--- src/rtl/sobel_feldman_stream_if.sv ---
// Pixel-column stream into the 3x3 edge filter and gradient-magnitude stream out of it.
// The source drives the master side; the filter uses the slave side.
interface sobel_feldman_stream_if #(
    parameter int unsigned Y_DEPTH = 8
);
    logic               i_valid;
    logic               i_sol;
    logic               i_eol;
    logic [Y_DEPTH-1:0] i_pixel_11_11;
    logic [Y_DEPTH-1:0] i_pixel_00_11;
    logic [Y_DEPTH-1:0] i_pixel_01_11;
    logic [1:0]         i_mode;
    logic               i_thresh_en;
    logic [Y_DEPTH-1:0] i_thresh;
    logic               o_ready;
    logic               o_valid;
    logic               o_sol;
    logic               o_eol;
    logic [Y_DEPTH-1:0] o_pixel;
    logic               o_edge;

    modport master (
        output i_valid, i_sol, i_eol, i_pixel_11_11, i_pixel_00_11, i_pixel_01_11,
        output i_mode, i_thresh_en, i_thresh,
        input  o_ready, o_valid, o_sol, o_eol, o_pixel, o_edge
    );

    modport slave (
        input  i_valid, i_sol, i_eol, i_pixel_11_11, i_pixel_00_11, i_pixel_01_11,
        input  i_mode, i_thresh_en, i_thresh,
        output o_ready, o_valid, o_sol, o_eol, o_pixel, o_edge
    );
endinterface

--- src/rtl/sobel_feldman_stream.sv ---
// Streaming 3x3 Sobel/Prewitt/Scharr edge filter: builds the window from 3-row pixel columns,
// replicates edge columns at line boundaries and emits one gradient magnitude per column.
module sobel_feldman_stream #(
    parameter int unsigned Y_DEPTH  = 8,
    parameter int unsigned MAG_MODE = 0,
    parameter int unsigned NORM_EN  = 0
) (
    input logic                   i_pclk,
    input logic                   i_arstn,
    sobel_feldman_stream_if.slave bus
);
    localparam int unsigned GW = Y_DEPTH + 5;

    typedef enum logic [1:0] {StIdle, StRun, StFlush} state_e;
    // One column, index 0 = top row, 2 = bottom row.
    typedef logic [2:0][Y_DEPTH-1:0] col_t;

    state_e               state_q, state_d;
    logic                 ready_q, ready_d;
    logic [1:0]           mode_q, mode_d;
    col_t [2:0]           win_q, win_d;
    logic                 sol_pend_q, sol_pend_d;
    logic                 win_vld_q, win_vld_d, win_sol_q, win_sol_d, win_eol_q, win_eol_d;
    logic signed [GW-1:0] gx_q, gx_d, gy_q, gy_d;
    logic                 s1_vld_q, s1_sol_q, s1_eol_q;
    logic [1:0]           s1_mode_q;
    logic [Y_DEPTH-1:0]   s2_pix_q, s2_pix_d;
    logic                 s2_vld_q, s2_sol_q, s2_eol_q;
    logic                 o_valid_q, o_valid_d, o_sol_q, o_sol_d, o_eol_q, o_eol_d;
    logic [Y_DEPTH-1:0]   o_pixel_q, o_pixel_d;
    logic                 o_edge_q, o_edge_d;

    col_t                 col_in;
    logic                 take, edge_c;
    logic signed [GW-1:0] wc, wm;
    logic [GW-1:0]        ax, ay, mag, mag_n;

    function automatic logic signed [GW-1:0] px(input logic [Y_DEPTH-1:0] v);
        return $signed({5'b0, v});
    endfunction

    always_comb begin
        col_in = {bus.i_pixel_01_11, bus.i_pixel_00_11, bus.i_pixel_11_11};
        // Non-sol beats arriving while idle are handshaken but discarded.
        take   = bus.i_valid & ready_q & (bus.i_sol | (state_q != StIdle));

        state_d    = state_q;
        mode_d     = mode_q;
        win_d      = win_q;
        sol_pend_d = sol_pend_q;
        win_vld_d  = 1'b0;
        win_sol_d  = 1'b0;
        win_eol_d  = 1'b0;

        unique case (state_q)
            StIdle:  if (take) state_d = bus.i_eol ? StFlush : StRun;
            StRun:   if (take && bus.i_eol) state_d = StFlush;
            StFlush: state_d = StIdle;
            default: state_d = StIdle;
        endcase

        if (take) begin
            win_d[0] = win_q[1];
            win_d[1] = bus.i_sol ? col_in : win_q[2];
            win_d[2] = col_in;
            if (bus.i_sol) begin
                mode_d     = bus.i_mode;
                sol_pend_d = 1'b1;
            end else begin
                win_vld_d  = 1'b1;
                win_sol_d  = sol_pend_q;
                sol_pend_d = 1'b0;
            end
        end else if (state_q == StFlush) begin
            // Right edge: the last column stays in W2 and becomes its own right neighbour.
            win_d[0]   = win_q[1];
            win_d[1]   = win_q[2];
            win_vld_d  = 1'b1;
            win_sol_d  = sol_pend_q;
            win_eol_d  = 1'b1;
            sol_pend_d = 1'b0;
        end
        ready_d = (state_d != StFlush);

        unique case (mode_q)
            2'd1:    begin wc = GW'(1); wm = GW'(1);  end
            2'd2:    begin wc = GW'(3); wm = GW'(10); end
            default: begin wc = GW'(1); wm = GW'(2);  end
        endcase
        gx_d = wc * (px(win_q[2][0]) - px(win_q[0][0]))
             + wm * (px(win_q[2][1]) - px(win_q[0][1]))
             + wc * (px(win_q[2][2]) - px(win_q[0][2]));
        gy_d = wc * (px(win_q[0][2]) - px(win_q[0][0]))
             + wm * (px(win_q[1][2]) - px(win_q[1][0]))
             + wc * (px(win_q[2][2]) - px(win_q[2][0]));

        ax  = gx_q[GW-1] ? $unsigned(-gx_q) : $unsigned(gx_q);
        ay  = gy_q[GW-1] ? $unsigned(-gy_q) : $unsigned(gy_q);
        mag = (ax > ay) ? ax : ay;
        if (MAG_MODE == 0) mag = ax + ay;
        mag_n = mag;
        if (NORM_EN != 0) mag_n = (s1_mode_q == 2'd2) ? (mag >> 4) : (mag >> 2);
        s2_pix_d = (|mag_n[GW-1:Y_DEPTH]) ? '1 : mag_n[Y_DEPTH-1:0];

        edge_c    = (s2_pix_q >= bus.i_thresh);
        o_valid_d = s2_vld_q;
        o_sol_d   = s2_vld_q & s2_sol_q;
        o_eol_d   = s2_vld_q & s2_eol_q;
        o_edge_d  = s2_vld_q & edge_c;
        o_pixel_d = '0;
        if (s2_vld_q) o_pixel_d = bus.i_thresh_en ? {Y_DEPTH{edge_c}} : s2_pix_q;
    end

    always_ff @(posedge i_pclk or negedge i_arstn) begin
        if (!i_arstn) begin
            state_q    <= StIdle;
            ready_q    <= 1'b1;
            mode_q     <= '0;
            win_q      <= '0;
            sol_pend_q <= 1'b0;
            win_vld_q  <= 1'b0;
            win_sol_q  <= 1'b0;
            win_eol_q  <= 1'b0;
            gx_q       <= '0;
            gy_q       <= '0;
            s1_vld_q   <= 1'b0;
            s1_sol_q   <= 1'b0;
            s1_eol_q   <= 1'b0;
            s1_mode_q  <= '0;
            s2_pix_q   <= '0;
            s2_vld_q   <= 1'b0;
            s2_sol_q   <= 1'b0;
            s2_eol_q   <= 1'b0;
            o_valid_q  <= 1'b0;
            o_sol_q    <= 1'b0;
            o_eol_q    <= 1'b0;
            o_pixel_q  <= '0;
            o_edge_q   <= 1'b0;
        end else begin
            state_q    <= state_d;
            ready_q    <= ready_d;
            mode_q     <= mode_d;
            win_q      <= win_d;
            sol_pend_q <= sol_pend_d;
            win_vld_q  <= win_vld_d;
            win_sol_q  <= win_sol_d;
            win_eol_q  <= win_eol_d;
            gx_q       <= gx_d;
            gy_q       <= gy_d;
            s1_vld_q   <= win_vld_q;
            s1_sol_q   <= win_sol_q;
            s1_eol_q   <= win_eol_q;
            s1_mode_q  <= mode_q;
            s2_pix_q   <= s2_pix_d;
            s2_vld_q   <= s1_vld_q;
            s2_sol_q   <= s1_sol_q;
            s2_eol_q   <= s1_eol_q;
            o_valid_q  <= o_valid_d;
            o_sol_q    <= o_sol_d;
            o_eol_q    <= o_eol_d;
            o_pixel_q  <= o_pixel_d;
            o_edge_q   <= o_edge_d;
        end
    end

    assign bus.o_ready = ready_q;
    assign bus.o_valid = o_valid_q;
    assign bus.o_sol   = o_sol_q;
    assign bus.o_eol   = o_eol_q;
    assign bus.o_pixel = o_pixel_q;
    assign bus.o_edge  = o_edge_q;
endmodule

--- src/flat_wrapper.sv ---
// flat-port wrapper written by rule: the top's interface ports become plain ports
module sobel_feldman_stream_flat 
#(
    parameter int unsigned Y_DEPTH  = 8,
    parameter int unsigned MAG_MODE = 0,
    parameter int unsigned NORM_EN  = 0
)
  (i_pclk, i_arstn, bus_i_valid, bus_i_sol, bus_i_eol, bus_i_pixel_11_11, bus_i_pixel_00_11, bus_i_pixel_01_11, bus_i_mode, bus_i_thresh_en, bus_i_thresh, bus_o_ready, bus_o_valid, bus_o_sol, bus_o_eol, bus_o_pixel, bus_o_edge);
  sobel_feldman_stream_if #(.Y_DEPTH(Y_DEPTH)) bus_i ();
  input logic i_pclk;
  input logic i_arstn;
  input wire logic [$bits(bus_i.i_valid)-1:0] bus_i_valid;
  input wire logic [$bits(bus_i.i_sol)-1:0] bus_i_sol;
  input wire logic [$bits(bus_i.i_eol)-1:0] bus_i_eol;
  input wire logic [$bits(bus_i.i_pixel_11_11)-1:0] bus_i_pixel_11_11;
  input wire logic [$bits(bus_i.i_pixel_00_11)-1:0] bus_i_pixel_00_11;
  input wire logic [$bits(bus_i.i_pixel_01_11)-1:0] bus_i_pixel_01_11;
  input wire logic [$bits(bus_i.i_mode)-1:0] bus_i_mode;
  input wire logic [$bits(bus_i.i_thresh_en)-1:0] bus_i_thresh_en;
  input wire logic [$bits(bus_i.i_thresh)-1:0] bus_i_thresh;
  output wire logic [$bits(bus_i.o_ready)-1:0] bus_o_ready;
  output wire logic [$bits(bus_i.o_valid)-1:0] bus_o_valid;
  output wire logic [$bits(bus_i.o_sol)-1:0] bus_o_sol;
  output wire logic [$bits(bus_i.o_eol)-1:0] bus_o_eol;
  output wire logic [$bits(bus_i.o_pixel)-1:0] bus_o_pixel;
  output wire logic [$bits(bus_i.o_edge)-1:0] bus_o_edge;
  assign bus_i.i_valid = bus_i_valid;
  assign bus_i.i_sol = bus_i_sol;
  assign bus_i.i_eol = bus_i_eol;
  assign bus_i.i_pixel_11_11 = bus_i_pixel_11_11;
  assign bus_i.i_pixel_00_11 = bus_i_pixel_00_11;
  assign bus_i.i_pixel_01_11 = bus_i_pixel_01_11;
  assign bus_i.i_mode = bus_i_mode;
  assign bus_i.i_thresh_en = bus_i_thresh_en;
  assign bus_i.i_thresh = bus_i_thresh;
  assign bus_o_ready = bus_i.o_ready;
  assign bus_o_valid = bus_i.o_valid;
  assign bus_o_sol = bus_i.o_sol;
  assign bus_o_eol = bus_i.o_eol;
  assign bus_o_pixel = bus_i.o_pixel;
  assign bus_o_edge = bus_i.o_edge;
  sobel_feldman_stream #(.Y_DEPTH(Y_DEPTH), .MAG_MODE(MAG_MODE), .NORM_EN(NORM_EN)) u_core (.i_pclk(i_pclk), .i_arstn(i_arstn), .bus(bus_i));
endmodule
--- config.mk ---
export PLATFORM = sky130hd
export DESIGN_NAME = sobel_feldman_stream_flat
export DESIGN_NICKNAME = d
export VERILOG_FILES = /design/src/rtl/sobel_feldman_stream_if.sv /design/src/rtl/sobel_feldman_stream.sv /design/src/flat_wrapper.sv
export SDC_FILE = /design/constraint.sdc
export NUM_CORES = 1
export LEC_CHECK = 0
export ABC_AREA = 1
export BUFFER_PORTS_ARGS = -buffer_cell sky130_fd_sc_hd__buf_2
export CAP_MARGIN = 0
export CORE_ASPECT_RATIO = 1.2
export CORE_MARGIN = 3
export CORE_UTILIZATION = 65
export DETAILED_ROUTE_END_ITERATION = 10
export PLACE_DENSITY = 0.83
export SLEW_MARGIN = 20
export SYNTH_ARGS = -nofsm -noshare
export SYNTH_HDL_FRONTEND = slang
export SYNTH_SLANG_ARGS = --single-unit
--- constraint.sdc ---
create_clock -name i_pclk -period 11.4 [get_ports i_pclk]
set_clock_uncertainty 0.2 [all_clocks]
set_input_delay 1.71 -clock i_pclk [delete_from_list [all_inputs] [get_ports i_pclk]]
set_output_delay 1.71 -clock i_pclk [all_outputs]
set_load 0.05 [all_outputs]
==> flow_summary.toml <==
[sta]
fmax_ghz = 0.1724
finalCritPeriodShare_pct = 50.87
slew_headroom_pct = 40.88
final_hold_viol_count = 0
setup_viol = 0
final.setup.tns_ns = 0
worst_slew_pin_slew_ns = 0.8868
drv_slew = 0
period_needed_ns = 5.799
rsz0062_at_grt = "false"

[yosys]
synth_nets = 1898
synthAdderAreaFrac_pct = 31.29
synth-simple-area-share_pct = 18.62
yosysSeqAreaShare_pct = 25.79
synth_top_family_by_area = "adder cells"
synthDistinctLibCells = 42
netlist_instances = 1597
yosysWarnings = 0
muxShareOfSynthArea_pct = 0
synth_edf_count = 0
synth_xor_area_share_pct = 5.496
ys_ff_latch = 133
avgSynthCellArea_um2 = 8.082
postSynth.asyncResetShare_pct = 100.0
synth_compound_area_share_pct = 7.677
synthFlopType = "dfrtp_1"
syn_area_mm2 = 0.01291

[global_routing]
overflow = 0
grt_pass1_wl_um = 48690
antenna_found_initial = 0
grt_use_total_pct = 27.74
grt_max_degree = 97
grt_pass1_vias = 10480

[routing]
wl_um = 28410
drt-initial-drc-count = 677
routed_via_density = 5.346
vias = 10220
drc = 0
wl_per_cell_um = 14.86
dr.pass1.iters = 5
drtAntennaViolNets = 0

[critical_path]
crit_top_cell = "fa_1"
slowest_stage = "fa_1"
critPathLaunchType = "register"
cpPeakStageDelay_ns = 0.56
critical_path.max_fanout = 4
cpLargestDelayFamily = "adder cells"
crit_type = "reg2reg"
path_cells = "ha_1 -> fa_1 -> inv_1 -> nand3_1 -> nand2_1 -> nand2_1 -> nand2_1 -> a21oi_1 -> xor2_1 -> nor2_1 -> ha_1 -> fa_1 -> fa_1 -> fa_1 -> inv_1 -> fa_1 -> inv_1 -> ha_1 -> a21oi_1 -> o21ai_0 -> a21oi_1 -> nor2_1 -> nor2_1 -> xnor2_1"
critical_path_arrival_ns = 5.93
worstPathBufferInverterCount = 3
end_kind = "register"
cp.required_ns = 11.53

[floorplanning]
core-area_mm2 = 0.01920
die_height_um = 160.4
ioPinCount = 53
start_util_pct = 67.23
num_rows = 55
fp.dieW_um = 134.6
die_area_mm2 = 0.02159

[placement]
dp_hpwl_um = 22810
dpl_cell_area_mm2 = 0.01338
port_buffers = 52
gp_congestion = 0.9230

[cts]
ctsRootBufferMaster = "clkbuf_16"
clock-sinks = 133
cts_hold_buf = 0
clk_latency_ns = 0.42
cts_buffers = 17
path_clk_slew_ns = 0.06
cts_resized = 0
cts_tree = "built"
clk_path_buf_depth = 2
h-tree-depth = 4
post_cts_buffers = 0

[final_layout]
final_cell_area_mm2 = 0.01401
nNetsFinal = 1944
final_util_pct = 72.97
drive_above_1_share_pct = 7.246
diodes = 0
area_delta_synth_final_pct = 8.540
final_common_cell = "inv_1"
final_cell_mix = "336 x inv_1, 297 x nand2_1, 159 x nor2_1"

[worst_hold_path]
hold_class = "reg2reg"

[run]
maxCapViolCount = 0

[outcome]
status = "complete, no violations"
[registers in the layout, indices dropped and copies added (netlist names), 2 cells and up]
register            count
u_core.gy_q            13
u_core.state_q          2
u_core.mode_q           2
u_core.gx_q            13
u_core.win_q           72
u_core.bus.o_pixel      8
u_core.s2_pix_q         8
[Yosys cell counts (5+ instances only)]
cell type    n  area, um^2
a211oi_1     5       37.54
a21oi_1     58       290.3
a31oi_1     17       106.4
buf_2        6       30.03
buf_4        5       37.54
clkbuf_1    15       56.30
dfrtp_1    132        3303
fa_1       103        2062
ha_1       158        1977
inv_1      336        1261
inv_2        7       26.28
nand2_1    297        1115
nand2_2     10       62.56
nand3_1     54       270.3
nand4_1     26       162.7
nor2_1     159       596.8
nor3_1       6       30.03
o211ai_1    11       82.58
o21ai_0     65       325.3
o21ai_1     10       50.05
xnor2_1     34       297.8
xor2_1      47       411.6
[area by class of cell]
type                    instances  area, um^2
clock buffers                  19       432.9
flip-flops and latches        133        3329
well taps                     256       320.3
fillers                      1434        5190
clock inverters                13       192.7
repair buffers                 57       304.0
multi-input cells            1091        8143
inverters                     343        1287
[metal layers]
metal	vias up	routed length (um)	share of wire (%)	global-route usage [%]
met5	-	0	0	0
met1	4822	11900	42	34.97
met4	0	959	3.4	10.88
met2	272	14500	51	49.04
li1	5057	-	-	-
met3	70	1048	3.7	2.726
[cell families (layout without fill, tap and decap cells)]
kind of cell	count (synthesis)	in the layout
xor+xnor	81	81
flops	133	133
simple gates	571	571
buf+inv	373	432
compound gates	178	178
fa+ha+maj	261	261
[stage by stage]
step | instances | hold slack, ns | worst slack (ns)
after floorplan | 1597 | 0.1312 | 6.034
after global placement | 1880 | 0.1317 | 5.851
after detailed placement | 1880 | 0.1404 | 5.649
after CTS | 1912 | 0.1541 | 5.644
after global routing | 1912 | 0.1672 | 5.229
final | 1912 | 0.1517 | 5.601
[path summary, 6_finish.rpt]
path                                              start                            to  slack, ns  cells past startpoint
max                        u_core.win_q[48]$_DFFE_PN0P_     u_core.gy_q[10]$_DFF_PN0_       5.60                     24
min                           u_core.s1_sol_q$_DFF_PN0_     u_core.s2_sol_q$_DFF_PN0_       0.15                      0
max reg2reg                u_core.win_q[48]$_DFFE_PN0P_     u_core.gy_q[10]$_DFF_PN0_       5.60                     24
min reg2reg                   u_core.s1_sol_q$_DFF_PN0_     u_core.s2_sol_q$_DFF_PN0_       0.15                      0
max in group asynchronous                       i_arstn  u_core.win_q[24]$_DFFE_PN0P_       8.60                      2
min in group asynchronous                       i_arstn     u_core.gy_q[10]$_DFF_PN0_       1.05                      1
Power is left out: the tool's default activity adds up to more than one toggle a clock period on the data nets, which glitch-free logic cannot reach.
